**src/rtl/sdram_pkg.sv**
```systemverilog
// Shared SDRAM definitions: command encodings, default widths and arbiter states.
package sdram_pkg;

   localparam int SDRAM_ADDR_W = 13;
   localparam int SDRAM_DATA_W = 16;

   // {cs_n, ras_n, cas_n, we_n}
   localparam logic [3:0] CMD_NOP       = 4'b0111;
   localparam logic [3:0] CMD_PRECHARGE = 4'b0010;
   localparam logic [3:0] CMD_AREF      = 4'b0001;
   localparam logic [3:0] CMD_ACTIVE    = 4'b0011;
   localparam logic [3:0] CMD_WRITE     = 4'b0100;
   localparam logic [3:0] CMD_READ      = 4'b0101;
   localparam logic [3:0] CMD_MREG      = 4'b0000;

   typedef enum logic [2:0] {
      ST_IDLE  = 3'd0,
      ST_ARBIT = 3'd1,
      ST_AREF  = 3'd2,
      ST_WRITE = 3'd3,
      ST_READ  = 3'd4
   } arb_state_e;

endpackage

```
**src/rtl/sdram_arbit.sv**
```systemverilog
// SDRAM bus arbiter: grants init/refresh/write/read sources and muxes their commands onto the pins.
//
// state    | meaning
// ST_IDLE  | waiting for init_end, bus driven by the init source
// ST_ARBIT | NOP on bus, fixed priority aref > wr > rd picks next owner
// ST_AREF  | refresh owns the bus until aref_end
// ST_WRITE | burst write owns the bus until wr_end
// ST_READ  | burst read owns the bus until rd_end
module sdram_arbit
   import sdram_pkg::*;
#(
   parameter int ADDR_W = SDRAM_ADDR_W,
   parameter int DATA_W = SDRAM_DATA_W
) (
   input  logic              sys_clk,
   input  logic              sys_rst,
   input  logic              init_end,
   input  logic [3:0]        init_cmd,
   input  logic [1:0]        init_ba,
   input  logic [ADDR_W-1:0] init_addr,
   input  logic              aref_req,
   input  logic              aref_end,
   input  logic [3:0]        aref_cmd,
   input  logic [1:0]        aref_ba,
   input  logic [ADDR_W-1:0] aref_addr,
   input  logic              wr_req,
   input  logic              wr_end,
   input  logic [3:0]        wr_cmd,
   input  logic [1:0]        wr_ba,
   input  logic [ADDR_W-1:0] wr_addr,
   input  logic              wr_sdram_en,
   input  logic [DATA_W-1:0] wr_sdram_data,
   input  logic              rd_req,
   input  logic              rd_end,
   input  logic [3:0]        rd_cmd,
   input  logic [1:0]        rd_ba,
   input  logic [ADDR_W-1:0] rd_addr,
   output logic              aref_en,
   output logic              wr_en,
   output logic              rd_en,
   output logic              sdram_cke,
   output logic              sdram_cs_n,
   output logic              sdram_ras_n,
   output logic              sdram_cas_n,
   output logic              sdram_we_n,
   output logic [1:0]        sdram_ba,
   output logic [ADDR_W-1:0] sdram_addr,
   output logic [DATA_W-1:0] sdram_dq_o,
   output logic              sdram_dq_oe
);

   arb_state_e state_q, state_d;
   logic       aref_en_q, aref_en_d;
   logic       wr_en_q, wr_en_d;
   logic       rd_en_q, rd_en_d;

   logic [3:0]        cmd_mux;
   logic [1:0]        ba_mux;
   logic [ADDR_W-1:0] addr_mux;

   // Every grant passes back through ARBIT, which guarantees a NOP cycle between owners.
   always_comb begin
      state_d = state_q;
      unique case (state_q)
         ST_IDLE:  if (init_end) state_d = ST_ARBIT;
         ST_ARBIT: begin
            if (aref_req)    state_d = ST_AREF;
            else if (wr_req) state_d = ST_WRITE;
            else if (rd_req) state_d = ST_READ;
         end
         ST_AREF:  if (aref_end) state_d = ST_ARBIT;
         ST_WRITE: if (wr_end)   state_d = ST_ARBIT;
         ST_READ:  if (rd_end)   state_d = ST_ARBIT;
         default:  state_d = ST_IDLE;
      endcase
      aref_en_d = (state_d == ST_AREF);
      wr_en_d   = (state_d == ST_WRITE);
      rd_en_d   = (state_d == ST_READ);
   end

   always_ff @(posedge sys_clk) begin
      if (sys_rst) begin
         state_q   <= ST_IDLE;
         aref_en_q <= 1'b0;
         wr_en_q   <= 1'b0;
         rd_en_q   <= 1'b0;
      end else begin
         state_q   <= state_d;
         aref_en_q <= aref_en_d;
         wr_en_q   <= wr_en_d;
         rd_en_q   <= rd_en_d;
      end
   end

   always_comb begin
      cmd_mux  = CMD_NOP;
      ba_mux   = 2'b11;
      addr_mux = '1;
      unique case (state_q)
         ST_IDLE: begin
            cmd_mux  = init_cmd;
            ba_mux   = init_ba;
            addr_mux = init_addr;
         end
         ST_AREF: begin
            cmd_mux  = aref_cmd;
            ba_mux   = aref_ba;
            addr_mux = aref_addr;
         end
         ST_WRITE: begin
            cmd_mux  = wr_cmd;
            ba_mux   = wr_ba;
            addr_mux = wr_addr;
         end
         ST_READ: begin
            cmd_mux  = rd_cmd;
            ba_mux   = rd_ba;
            addr_mux = rd_addr;
         end
         default: ;
      endcase
   end

   assign aref_en     = aref_en_q;
   assign wr_en       = wr_en_q;
   assign rd_en       = rd_en_q;
   assign sdram_cke   = 1'b1;
   assign {sdram_cs_n, sdram_ras_n, sdram_cas_n, sdram_we_n} = cmd_mux;
   assign sdram_ba    = ba_mux;
   assign sdram_addr  = addr_mux;
   assign sdram_dq_oe = wr_sdram_en & (state_q == ST_WRITE);
   assign sdram_dq_o  = sdram_dq_oe ? wr_sdram_data : '0;

endmodule
```
**config.mk**
```make
export PLATFORM = sky130hd
export DESIGN_NAME = sdram_arbit
export DESIGN_NICKNAME = d
export VERILOG_FILES = /design/src/rtl/sdram_pkg.sv /design/src/rtl/sdram_arbit.sv
export SDC_FILE = /design/constraint.sdc
export NUM_CORES = 1
export LEC_CHECK = 0
export BUFFER_PORTS_ARGS = -buffer_cell sky130_fd_sc_hd__buf_2
export CORE_MARGIN = 8
export CORE_UTILIZATION = 30
export CTS_CLUSTER_DIAMETER = 40
export DETAILED_ROUTE_END_ITERATION = 8
export GPL_ROUTABILITY_DRIVEN = 0
export PLACE_DENSITY = 0.79
export SLEW_MARGIN = 30
export SYNTH_ARGS = -nofsm -noshare
export SYNTH_HDL_FRONTEND = slang
export SYNTH_SLANG_ARGS = --single-unit
export TNS_END_PERCENT = 10
```
**constraint.sdc**
```tcl
create_clock -name sys_clk -period 2.2 [get_ports sys_clk]
set_clock_uncertainty 0.05 [all_clocks]
set_input_delay 0.33 -clock sys_clk [delete_from_list [all_inputs] [get_ports sys_clk]]
set_output_delay 0.33 -clock sys_clk [all_outputs]
set_load 0.02 [all_outputs]
```
Word-level counts from Yosys, hierarchy flattened
Cells that the tools add are included.
Operators by class
  equality and inequality tests: 7
  mux-type cells: 12
  bitwise gates (word level): 1
  reductions and logical operators: 1
Operators with widths (number)
  13-bit case mux with 4 select lines: 1
  3-bit two-way mux: 7
  16-bit two-way mux: 1
  4-bit case mux with 4 select lines: 1
  3-bit case mux with 5 select lines: 1
  3-bit by 2-bit == test with 1-bit output (second input constant): 4
  2-bit case mux with 4 select lines: 1
  3-bit == test (second input constant): 2
  3-bit by 1-bit == test with 1-bit output (second input constant): 1
  3-bit logical NOT: 1
  1-bit AND: 1
Word-level totals
  bits in registers: 6
  output and inout port bits: 40

Logic depth before layout (Yosys ltp)
Gate-level depths: netlist (run 1).
  depth after elaboration: 5
  gate-level depth with buffers: 7

Worst setup path before layout (run 1)
No wires, ideal clock.
  path kind: register to output
  start: register state_q[2]
  end: output port sdram_cs_n
  arrival time: 1.364 ns
  required time: 1.820 ns
  path slack: 0.456 ns
  cell stages (with the launch flop): 8
  cell sequence: dfxtp_1 -> buf_4 -> nand2b_1 -> buf_4 -> buf_4 -> inv_1 -> a21oi_1 -> o21ai_0
Between the ends
  word-level cells in the longest chain between the ends: 2
RTL lines
  start, declared: RTL line sdram_arbit.sv:52  | arb_state_e state_q, state_d;
  start signal, assigned: RTL line sdram_arbit.sv:88  | state_q <= state_d;
  3-bit == test, or another cell as far along: RTL line sdram_arbit.sv:99  | unique case (state_q)
  4-bit case mux with 4 select lines (*): RTL line sdram_arbit.sv:99
  end, declared: RTL line sdram_arbit.sv:42  | output logic sdram_cs_n,
Every way passes the cells marked *; elsewhere a longest branch is shown, timed or not.

Final worst setup path (run 1)
  start: register state_q[0]
  end: output port sdram_dq_o[8]
Between the ends
  word-level cells in the longest chain between the ends: 3
RTL lines
  3-bit by 2-bit == test with 1-bit output: RTL line sdram_arbit.sv:131  | assign sdram_dq_oe = wr_sdram_en & (state_q == ST_WRITE);
  1-bit AND: RTL line sdram_arbit.sv:131
  16-bit two-way mux: RTL line sdram_arbit.sv:132  | assign sdram_dq_o = sdram_dq_oe ? wr_sdram_data : '0;
  end, declared: RTL line sdram_arbit.sv:48  | output logic [DATA_W-1:0] sdram_dq_o,
Every way passes these cells.

==> results.json, run 1 <==
{
  "detailedRoute.firstIterationViolations": 34,
  "synth_sequential_area_ratio_pct": 11.78,
  "die_area_um2": 5520,
  "hold_class": "input pin to flip-flop",
  "drt_wirelength_um": 4702,
  "ys.warnings.count": 0,
  "top_family_by_delay_on_critical_path": "simple AND/OR/NAND/NOR gates",
  "setup_violators_final": 0,
  "setup.worst_path.class": "flip-flop to primary output",
  "synthMuxAreaShare_pct": 19.63,
  "syn2layout_area_growth_pct": 72.15,
  "irDropWorstVdd_mv": 0.1480,
  "vias": 1536,
  "rsz0062_at_grt": "false",
  "cellPowerDensity_nw_per_um2": 336.4,
  "design.portCount": 142,
  "layout_min_cycle_time_ns": 2.040,
  "max_cap_violations": 0,
  "wire_length_of_the_first_global_routing_pass_um": 6610,
  "layout_setup_ws_ns": 0.1598,
  "placementRows": 21,
  "maxSlewHeadroom_pct": 66.44,
  "buffering_stage_count_on_the_worst_path_with_inverters_included": 1,
  "drc": 0,
  "syn-num-nets": 244,
  "via_count_of_the_first_global_routing_pass": 1536,
  "net-switching-power_mw": 0.2329,
  "yosys.cell_types.count": 27,
  "yosysTopAreaCellShare_pct": 19.63,
  "post_route_cells_drive_above_1_share_pct": 56.04,
  "numCtsBuffers": 3,
  "outcome": "complete, no violations",
  "insertedDiodeCount": 0,
  "critical_path.endpoint_type": "primary output",
  "final_common_cell": "sky130_fd_sc_hd__buf_2",
  "final_antenna_net_count": 0,
  "port-buffer-count": 140,
  "critPathLaunchType": "flip-flop",
  "detailedRoute.firstPassIterationCount": 4,
  "fmax_ghz": 0.4901,
  "timing_max_transition_violations_final": 0,
  "synth_top_area_cell": "sky130_fd_sc_hd__mux2i_1",
  "ctsHoldBuffers": 0,
  "crit_path_cell_trace": "and3_2, and3_1, buf_2",
  "postSynthAreaPerCell_um2": 7.181,
  "clkPwrFrac_pct": 16.4,
  "critPathArrivalTime_ns": 1.66,
  "mostFrequentLayoutCells": "sky130_fd_sc_hd__buf_2 (140), sky130_fd_sc_hd__nor2_1 (21), sky130_fd_sc_hd__mux2i_1 (20)",
  "synth_top_family_by_area": "compound AO/OA/AOI/OAI gates",
  "fin_tns_setup_ns": 0,
  "initial_core_util_pct": 30.80,
  "post_detailed_placement_half_perimeter_wirelength_um": 3957,
  "synth.cell_area_um2": 1020,
  "core-area_um2": 3311,
  "cell_leakage_power_nw": 0.9920,
  "area_contributors_post_synth": "sky130_fd_sc_hd__mux2i_1 (20%), sky130_fd_sc_hd__o22a_1 (15%), sky130_fd_sc_hd__dfxtp_1 (12%)",
  "fp.dieW_um": 74.30,
  "pre_cts_slack_ns": 0.2951,
  "synthCells": 142,
  "finalNetCount": 377,
  "post_drt_via_cell_ratio": 4.815,
  "globalRoute.totalOverflow": 0,
  "tritoncts_num_sinks": 6,
  "p_int_mw": 0.3577,
  "antenna_found_initial": 0,
  "clock_latency_ns": 0.24,
  "final.period_utilization_pct": 92.74,
  "tritoncts": "yes",
  "final_util_pct": 53.02,
  "chipHeight_um": 74.30,
  "clockBufferDepth": 2,
  "grt_max_degree": 29,
  "worst_ep_required_time_ns": 1.82,
  "synth_compound_gate_area_share_pct": 29.08,
  "combinationalPowerShare_pct": 62.3,
  "xor_xnor_portion_of_the_synthesized_cell_area_pct": 0,
  "timing_hold_violations_final": 0,
  "synth_fa_ha_area_share_pct": 0,
  "p_sw_share_pct": 39.43,
  "worst_pin_slew_ns": 0.5027,
  "cts.clk_slew.worst_paths_ns": 0.04,
  "reg_power_share_pct": 21.3,
  "cp_slowest_cell": "sky130_fd_sc_hd__dfxtp_1",
  "yosys_register_bits": 6,
  "worst_stage_delay_on_the_critical_path_ns": 0.63,
  "cts_htree_levels": 1,
  "clk_tree_root_cell": "sky130_fd_sc_hd__clkbuf_4",
  "routedWlPerCell_um": 14.74,
  "post_synth_and_or_nand_nor_area_fraction_pct": 27.85,
  "worst-path-max-fanout": 18,
  "grt_util_all_layers_pct": 14.80
}
## cell type report
cell class / instances / area [µm²]
clock buffers: 3 / 22.52
repair buffers: 144 / 743.2
fillers: 342 / 1555
inverters: 4 / 15.01
multi-input cells: 116 / 795.8
flip-flops and latches: 6 / 121.4
well taps: 46 / 57.56
## timing repair
action / in CTS / in global routing
buffers inserted: 0 / 0
setup endpoints to repair: 0 / 36
resized for setup: 0 / 4
endpoints found under the hold margin: 0 / 0
## kinds of logic (layout without fill, tap and decap cells)
logic type	count (synthesis)	after routing
and+or+nand+nor	51	51
AOI/OAI and AO/OA	44	44
muxes	20	20
buffers and inverters	20	151
DFF	6	6
other	1	1
## state kept, by name (all words and copies together), names as in the netlist
signal   flops
wr_en        1
state_q      3
rd_en        1
aref_en      1
## cell usage after synthesis
| cell type | n |
|---|---|
| sky130_fd_sc_hd__a21oi_1 | 19 |
| sky130_fd_sc_hd__a31oi_1 | 1 |
| sky130_fd_sc_hd__and2_1 | 1 |
| sky130_fd_sc_hd__and3_1 | 17 |
| sky130_fd_sc_hd__and3b_1 | 2 |
| sky130_fd_sc_hd__buf_2 | 5 |
| sky130_fd_sc_hd__buf_4 | 7 |
| sky130_fd_sc_hd__buf_6 | 1 |
| sky130_fd_sc_hd__clkbuf_1 | 3 |
| sky130_fd_sc_hd__conb_1 | 1 |
| sky130_fd_sc_hd__dfxtp_1 | 6 |
| sky130_fd_sc_hd__inv_1 | 3 |
| sky130_fd_sc_hd__inv_2 | 1 |
| sky130_fd_sc_hd__mux2i_1 | 20 |
| sky130_fd_sc_hd__nand2_1 | 2 |
| sky130_fd_sc_hd__nand2b_1 | 1 |
| sky130_fd_sc_hd__nand3_2 | 1 |
| sky130_fd_sc_hd__nand3b_1 | 1 |
| sky130_fd_sc_hd__nor2_1 | 21 |
| sky130_fd_sc_hd__nor3b_1 | 1 |
| sky130_fd_sc_hd__nor4b_1 | 1 |
| sky130_fd_sc_hd__nor4b_2 | 1 |
| sky130_fd_sc_hd__o211ai_1 | 1 |
| sky130_fd_sc_hd__o21ai_0 | 4 |
| sky130_fd_sc_hd__o22a_1 | 18 |
| sky130_fd_sc_hd__o311a_1 | 1 |
| sky130_fd_sc_hd__or3_1 | 2 |
## metal layers
layer	part of all wire (%)	vias up	wire, µm	GRT usage (%)
met5	0	-	0	0
met4	0.57	0	27	5.000
met3	13	2	590	4.987
met2	51	83	2393	28.03
met1	36	666	1691	14.58
li1	-	785	-	-
## worst paths after layout
path                         start                     to  slack [ns]  cells past startpoint
max          state_q[0]$_SDFF_PP0_          sdram_dq_o[8]        0.16                      3
min                        sys_rst  state_q[0]$_SDFF_PP0_        0.25                      2
max reg2reg  state_q[0]$_SDFF_PP0_     aref_en$_SDFF_PP0_        0.39                      5
min reg2reg  state_q[2]$_SDFF_PP0_     aref_en$_SDFF_PP0_        0.51                      1
## per-stage QoR
step	cells	power (mW)	instance area, µm²	hold WS [ns]
4_1_cts	319	0.5965	1743	0.2459
3_5_place_dp	316	0.4963	1720	0.5009
5_1_grt	319	0.6363	1755	0.2616
3_3_place_gp	316	0.4905	1720	0.4966
6_report	319	0.5906	1755	0.2500
2_1_floorplan	142	0.3419	1020	0.3524
## worst register-to-register path: cells and delay by family, from the launching register on
kind	cells	cell delay (ns)
flops	1	0.63
simple gates	2	0.40
compound gates	2	0.30
buf+inv	1	0.30
## power groups by stage
stage | sequential [mW] | combinational (mW) | clock [mW]
after floorplan | 0.122 | 0.220 | 0
after global placement | 0.127 | 0.364 | 0
after detailed placement | 0.127 | 0.369 | 0
after CTS | 0.125 | 0.370 | 0.101
after global routing | 0.127 | 0.401 | 0.108
final | 0.126 | 0.368 | 0.0969
(Power assumes the default switching activity.)
==> run 2: changes to the inputs <==
Settings changed: ABC_AREA set to 1, PLACE_DENSITY 0.79 to 0.75.
==> results.json, run 2 <==
{
  "outcome": "complete, no violations",
  "die_area_um2": 6065,
  "setup_violators_final": 0,
  "fin_tns_setup_ns": 0,
  "max_cap_violations": 0,
  "detailedRoute.firstIterationViolations": 78,
  "reg2reg_from": "state_q[1]$_SDFF_PP0_",
  "chipHeight_um": 77.88,
  "drt_wirelength_um": 5321,
  "final_antenna_net_count": 0,
  "synthCells": 235,
  "cellPowerDensity_nw_per_um2": 405.5,
  "grt_util_all_layers_pct": 15.96,
  "timing_max_transition_violations_final": 0,
  "maxSlewHeadroom_pct": 55.39,
  "synth_sequential_area_ratio_pct": 10.46,
  "clock_latency_ns": 0.21,
  "fp.dieW_um": 77.88,
  "detailedRoute.firstPassIterationCount": 4,
  "clockBufferDepth": 2,
  "final.period_utilization_pct": 94.53,
  "ys.warnings.count": 0,
  "cell_total_after_placement": 413,
  "cts_htree_levels": 1,
  "initial_core_util_pct": 31.37,
  "hold_class": "input pin to flip-flop",
  "synth_top_cells_by_count": "sky130_fd_sc_hd__nand2_1 (86), sky130_fd_sc_hd__inv_1 (45), sky130_fd_sc_hd__nand3_1 (27)",
  "post_cts_resize_count": 0,
  "syn-num-nets": 337,
  "tritoncts": "yes",
  "synth.cell_area_um2": 1149,
  "tritoncts_num_sinks": 6,
  "timing_hold_violations_final": 0,
  "grt_max_degree": 22,
  "worst_ep_required_time_ns": 1.82,
  "setup.worst_path.class": "flip-flop to primary output",
  "post_cts.repair.setup_buffers": 0,
  "globalRoute.totalOverflow": 0,
  "port-buffer-count": 140,
  "ff2ff_path_depth": 5,
  "area_contributors_post_synth": "sky130_fd_sc_hd__nand2_1 (28%), sky130_fd_sc_hd__inv_1 (15%), sky130_fd_sc_hd__nand3_1 (12%)",
  "pre_cts_slack_ns": 0.3312,
  "postSynth.topFlopCell": "sky130_fd_sc_hd__dfxtp_1",
  "post_detailed_placement_half_perimeter_wirelength_um": 4454,
  "yosys_register_bits": 6,
  "ctsHoldBuffers": 0,
  "routedWlPerCell_um": 12.79,
  "antenna_found_initial": 0,
  "yosys.cell_types.count": 21,
  "layout_setup_ws_ns": 0.1204,
  "worst_pin_slew_ns": 0.6684,
  "cts.clk_slew.worst_paths_ns": 0.03,
  "vias": 1809,
  "layout_min_cycle_time_ns": 2.080,
  "setup.reg_to_reg.worst_slack_ns": 0.63,
  "critical_path.endpoint_type": "primary output",
  "fmax_ghz": 0.4809,
  "wire_length_of_the_first_global_routing_pass_um": 8190,
  "post_drt_via_cell_ratio": 4.349,
  "numCtsBuffers": 3,
  "largest_reg_flops": 3,
  "crit_path_start": "state_q[1]$_SDFF_PP0_",
  "worst-path-max-fanout": 18,
  "rsz0062_at_grt": "false",
  "insertedDiodeCount": 0,
  "critPathLaunchType": "flip-flop",
  "syn2layout_area_growth_pct": 64.05,
  "hold_depth": 4,
  "timing.hold.worst.start": "sys_rst",
  "final_common_cell": "sky130_fd_sc_hd__buf_2",
  "synthArstFlopShare_pct": 0,
  "yosysTopAreaCellShare_pct": 28.10,
  "via_count_of_the_first_global_routing_pass": 1679,
  "design.portCount": 142,
  "finalNetCount": 472,
  "synth_top_area_cell": "sky130_fd_sc_hd__nand2_1",
  "drc": 0,
  "mostFrequentLayoutCells": "sky130_fd_sc_hd__buf_2 (140), sky130_fd_sc_hd__nand2_1 (86), sky130_fd_sc_hd__inv_1 (45)",
  "final_util_pct": 51.47,
  "synth_enable_flop_cells": 0,
  "placementRows": 22,
  "postSynthAreaPerCell_um2": 4.888,
  "final-instance-count-excl-fill": 416,
  "clk_tree_root_cell": "sky130_fd_sc_hd__clkbuf_8",
  "post_route_cells_drive_above_1_share_pct": 43.21,
  "cell_leakage_power_nw": 1.240,
  "synth.most_common_cell": "sky130_fd_sc_hd__nand2_1",
  "irDropWorstVdd_mv": 0.4653,
  "core-area_um2": 3661,
  "register_with_the_most_flip_flops": "state_q",
  "critPathArrivalTime_ns": 1.70
}
[run 2: cell count changes after synthesis, moves of 18 or more]
cell and change:
sky130_fd_sc_hd__inv_1 +42, sky130_fd_sc_hd__nand3_1 +27, sky130_fd_sc_hd__mux2i_1 -20, sky130_fd_sc_hd__nand4_1 +21, sky130_fd_sc_hd__o22a_1 -18, sky130_fd_sc_hd__nand2_1 +84
[run 2: area by class of cell]
cell class	instances	area (µm²)
Fill cell	405	1777
Multi-Input combinational cell	167	755.7
Timing Repair Buffer	143	723.2
Inverter	49	183.9
Sequential cell	6	120.1
Tap cell	48	60.06
Clock buffer	3	41.29
[run 2: layer usage]
layer	global-route usage [%]	part of all wire [%]	vias up
li1	-	-	982
met1	18.23	39	754
met2	30.16	52	69
met3	3.571	8.0	4
met4	1.321	0.86	0
met5	0	0	-
[run 2: worst paths after layout]
path / endpoint
max reg2reg: wr_en$_SDFF_PP0_
max: sdram_addr[6]
min: state_q[0]$_SDFF_PP0_
min reg2reg: wr_en$_SDFF_PP0_
[run 2: worst max-delay path, stage by stage (launching register included)]
cell and delay, ns:
sky130_fd_sc_hd__dfxtp_1 0.53, sky130_fd_sc_hd__nor2_2 0.11, sky130_fd_sc_hd__a21oi_4 0.39, sky130_fd_sc_hd__nand2_1 0.09, sky130_fd_sc_hd__inv_1 0.07, sky130_fd_sc_hd__nand4_1 0.10
sky130_fd_sc_hd__buf_2 0.19
[run 2: where the power goes]
| part | total (mW) | internal, mW | switching (mW) |
|---|---|---|---|
| clock network | 0.157 | 0.117 | 0.0402 |
| registers | 0.126 | 0.116 | 0.0102 |
| logic | 0.481 | 0.189 | 0.291 |
| total | 0.764 | 0.422 | 0.342 |
[run 2: cells by family (layout without fill, tap and decap cells)]
logic type	after synthesis	count (layout)	share of synthesized area, %
simple gates	161	161	61.98
compound gates	5	5	3.486
other cells	1	1	0.3265
buf+inv	62	195	23.75
flops	6	6	10.46
[run 2: stage by stage]
| step | hold slack, ns | power [mW] | cell area [µm²] |
|---|---|---|---|
| 6_report | 0.3372 | 0.7641 | 1884 |
| 2_1_floorplan | 0.4544 | 0.4232 | 1149 |
| 4_1_cts | 0.3398 | 0.7733 | 1884 |
| 5_1_grt | 0.3751 | 0.8270 | 1884 |
| 3_3_place_gp | 0.5562 | 0.6089 | 1843 |
| 3_5_place_dp | 0.5643 | 0.6116 | 1843 |
==> run 3: changes to the inputs <==
--- a/config.mk
+++ b/config.mk
@@ -6,5 +6,4 @@
 export NUM_CORES = 1
 export LEC_CHECK = 0
-export ABC_AREA = 1
 export BUFFER_PORTS_ARGS = -buffer_cell sky130_fd_sc_hd__buf_2
 export CORE_MARGIN = 8
@@ -12,6 +11,6 @@
 export CTS_CLUSTER_DIAMETER = 40
 export DETAILED_ROUTE_END_ITERATION = 8
-export GPL_ROUTABILITY_DRIVEN = 0
-export PLACE_DENSITY = 0.75
+export GPL_ROUTABILITY_DRIVEN = 1
+export PLACE_DENSITY = 0.79
 export SLEW_MARGIN = 30
 export SYNTH_ARGS = -nofsm -noshare
==> constraint.sdc (replaced) <==
create_clock -name sys_clk -period 2.2 [get_ports sys_clk]
set_clock_uncertainty 0.05 [all_clocks]
set_input_delay 0.22 -clock sys_clk [delete_from_list [all_inputs] [get_ports sys_clk]]
set_output_delay 0.22 -clock sys_clk [all_outputs]
set_load 0.02 [all_outputs]
==> results.json, run 3 (synthesis gave the netlist of run 1 again) <==
{
  "placementRows": 21,
  "grt_max_degree": 29,
  "cts.clk_slew.worst_paths_ns": 0.04,
  "insertedDiodeCount": 0,
  "globalRoute.totalOverflow": 0,
  "cell_total_after_placement": 316,
  "finalNetCount": 377,
  "clockBufferDepth": 2,
  "port-buffer-count": 140,
  "ff_latch_area_um2": 120.1,
  "design.portCount": 142,
  "pre_cts_slack_ns": 0.4183,
  "cell_leakage_power_nw": 0.9909,
  "setup.worst_path.class": "flip-flop to primary output",
  "critPathLaunchType": "flip-flop",
  "p_int_mw": 0.3571,
  "register_with_the_most_flip_flops": "state_q",
  "core-area_um2": 3311,
  "p_sw_share_pct": 39.90,
  "post_drt_via_cell_ratio": 4.871,
  "cts_htree_levels": 1,
  "drc": 0,
  "clock_latency_ns": 0.24,
  "drt_wirelength_um": 4853,
  "post_layout_total_power_mw": 0.5942,
  "final_util_pct": 52.68,
  "syn2layout_area_growth_pct": 71.04,
  "initial_core_util_pct": 30.80,
  "fin_tns_setup_ns": 0,
  "net-switching-power_mw": 0.2371,
  "final_common_cell": "sky130_fd_sc_hd__buf_2",
  "cellPowerDensity_nw_per_um2": 340.7,
  "mostFrequentLayoutCells": "sky130_fd_sc_hd__buf_2 (140), sky130_fd_sc_hd__nor2_1 (21), sky130_fd_sc_hd__mux2i_1 (20)",
  "final_antenna_net_count": 0,
  "reg_power_share_pct": 20.6,
  "max_cap_violations": 0,
  "final_non_filler_cell_area_um2": 1744,
  "detailedRoute.firstPassIterationCount": 4,
  "chipHeight_um": 74.30,
  "worst_ep_required_time_ns": 1.93,
  "tritoncts_num_sinks": 6,
  "critPathArrivalTime_ns": 1.79,
  "routedWlPerCell_um": 15.21,
  "worst-path-max-fanout": 18,
  "layout_min_cycle_time_ns": 2.059,
  "antenna_found_initial": 0,
  "combinationalPowerShare_pct": 62.9,
  "gp_congestion": 0.7902,
  "final.fill_count": 344,
  "hold_class": "input pin to flip-flop",
  "via_count_of_the_first_global_routing_pass": 1589,
  "critical_path.endpoint_type": "primary output",
  "post_detailed_placement_half_perimeter_wirelength_um": 4073,
  "clkPwrFrac_pct": 16.6,
  "ctsHoldBuffers": 0,
  "dpl_cell_area_um2": 1720,
  "timing_hold_violations_final": 0,
  "largest_reg_flops": 3,
  "clk_tree_root_cell": "sky130_fd_sc_hd__clkbuf_4",
  "irDropWorstVdd_mv": 0.1670,
  "fp.dieW_um": 74.30,
  "outcome": "complete, no violations",
  "grt_util_all_layers_pct": 15.74,
  "setup_violators_final": 0,
  "tritoncts": "yes",
  "layout_setup_ws_ns": 0.1411,
  "final-instance-count-excl-fill": 319,
  "post_route_cells_drive_above_1_share_pct": 55.31,
  "detailedRoute.firstIterationViolations": 84,
  "hold_slack_ns": 0.1380,
  "wire_length_of_the_first_global_routing_pass_um": 6989,
  "final.period_utilization_pct": 93.59,
  "fmax_ghz": 0.4857,
  "numCtsBuffers": 3,
  "die_area_um2": 5520,
  "multiInputGateArea_um2": 785.8,
  "timing_max_transition_violations_final": 0,
  "rsz0062_at_grt": "false",
  "vias": 1554
}
==> run 3: cell count changes in the layout (fill, tap and decap cells not counted), moves of 4 or more <==
cell,before,now
sky130_fd_sc_hd__nor2_2,4,0
sky130_fd_sc_hd__mux2i_1,0,20
sky130_fd_sc_hd__nand3_1,27,0
sky130_fd_sc_hd__o22a_1,0,18
sky130_fd_sc_hd__nand2_1,86,2
sky130_fd_sc_hd__inv_1,45,3
sky130_fd_sc_hd__and3_1,0,16
sky130_fd_sc_hd__a21oi_1,2,19
sky130_fd_sc_hd__nand4_1,21,0
==> run 3: critical path: stages, from the launching register on <==
cell and delay [ns]:
sky130_fd_sc_hd__dfxtp_1 0.39, sky130_fd_sc_hd__inv_2 0.25, sky130_fd_sc_hd__nand3_2 0.40, sky130_fd_sc_hd__o22a_1 0.35, sky130_fd_sc_hd__buf_2 0.16
==> run 3: layout make-up <==
| class | count | share of cell area (%) |
|---|---|---|
| timing repair buffer | 144 | 42.61 |
| sequential | 6 | 6.887 |
| multi-input combinational | 116 | 45.05 |
| inverter | 4 | 0.8608 |
| clock buffer | 3 | 1.291 |
| tap | 46 | 3.300 |
==> run 3: worst paths after layout <==
kind / startpoint / endpoint / slack (ns) / depth (start not counted)
max reg2reg: state_q[0]$_SDFF_PP0_ / aref_en$_SDFF_PP0_ / 0.50 / 5
min reg2reg: state_q[2]$_SDFF_PP0_ / aref_en$_SDFF_PP0_ / 0.60 / 1
max: state_q[2]$_SDFF_PP0_ / sdram_addr[11] / 0.14 / 4
min: sys_rst / state_q[0]$_SDFF_PP0_ / 0.14 / 2
==> run 3: timing repair <==
action / 4_1_cts / 5_1_grt
setup buffers: 0 / 0
resized for setup: 0 / 1
setup endpoints to repair: 0 / 1
==> run 3: power groups by stage <==
| stage | registers [mW] | clock network, mW | logic [mW] |
|---|---|---|---|
| global route | 0.123 | 0.110 | 0.406 |
| CTS | 0.122 | 0.103 | 0.376 |
| floorplan | 0.122 | 0 | 0.220 |
| global placement | 0.124 | 0 | 0.370 |
| finish | 0.122 | 0.0986 | 0.373 |
| detailed placement | 0.124 | 0 | 0.375 |
==> run 3: per-layer routing <==
layer  vias up  GRT usage (%)  part of all wire, %
li1        785              -                    -
met1       680          16.59                   37
met2        85          28.32                   51
met3         4          5.391                   12
met4         0          5.435                 0.82
met5         -              0                    0
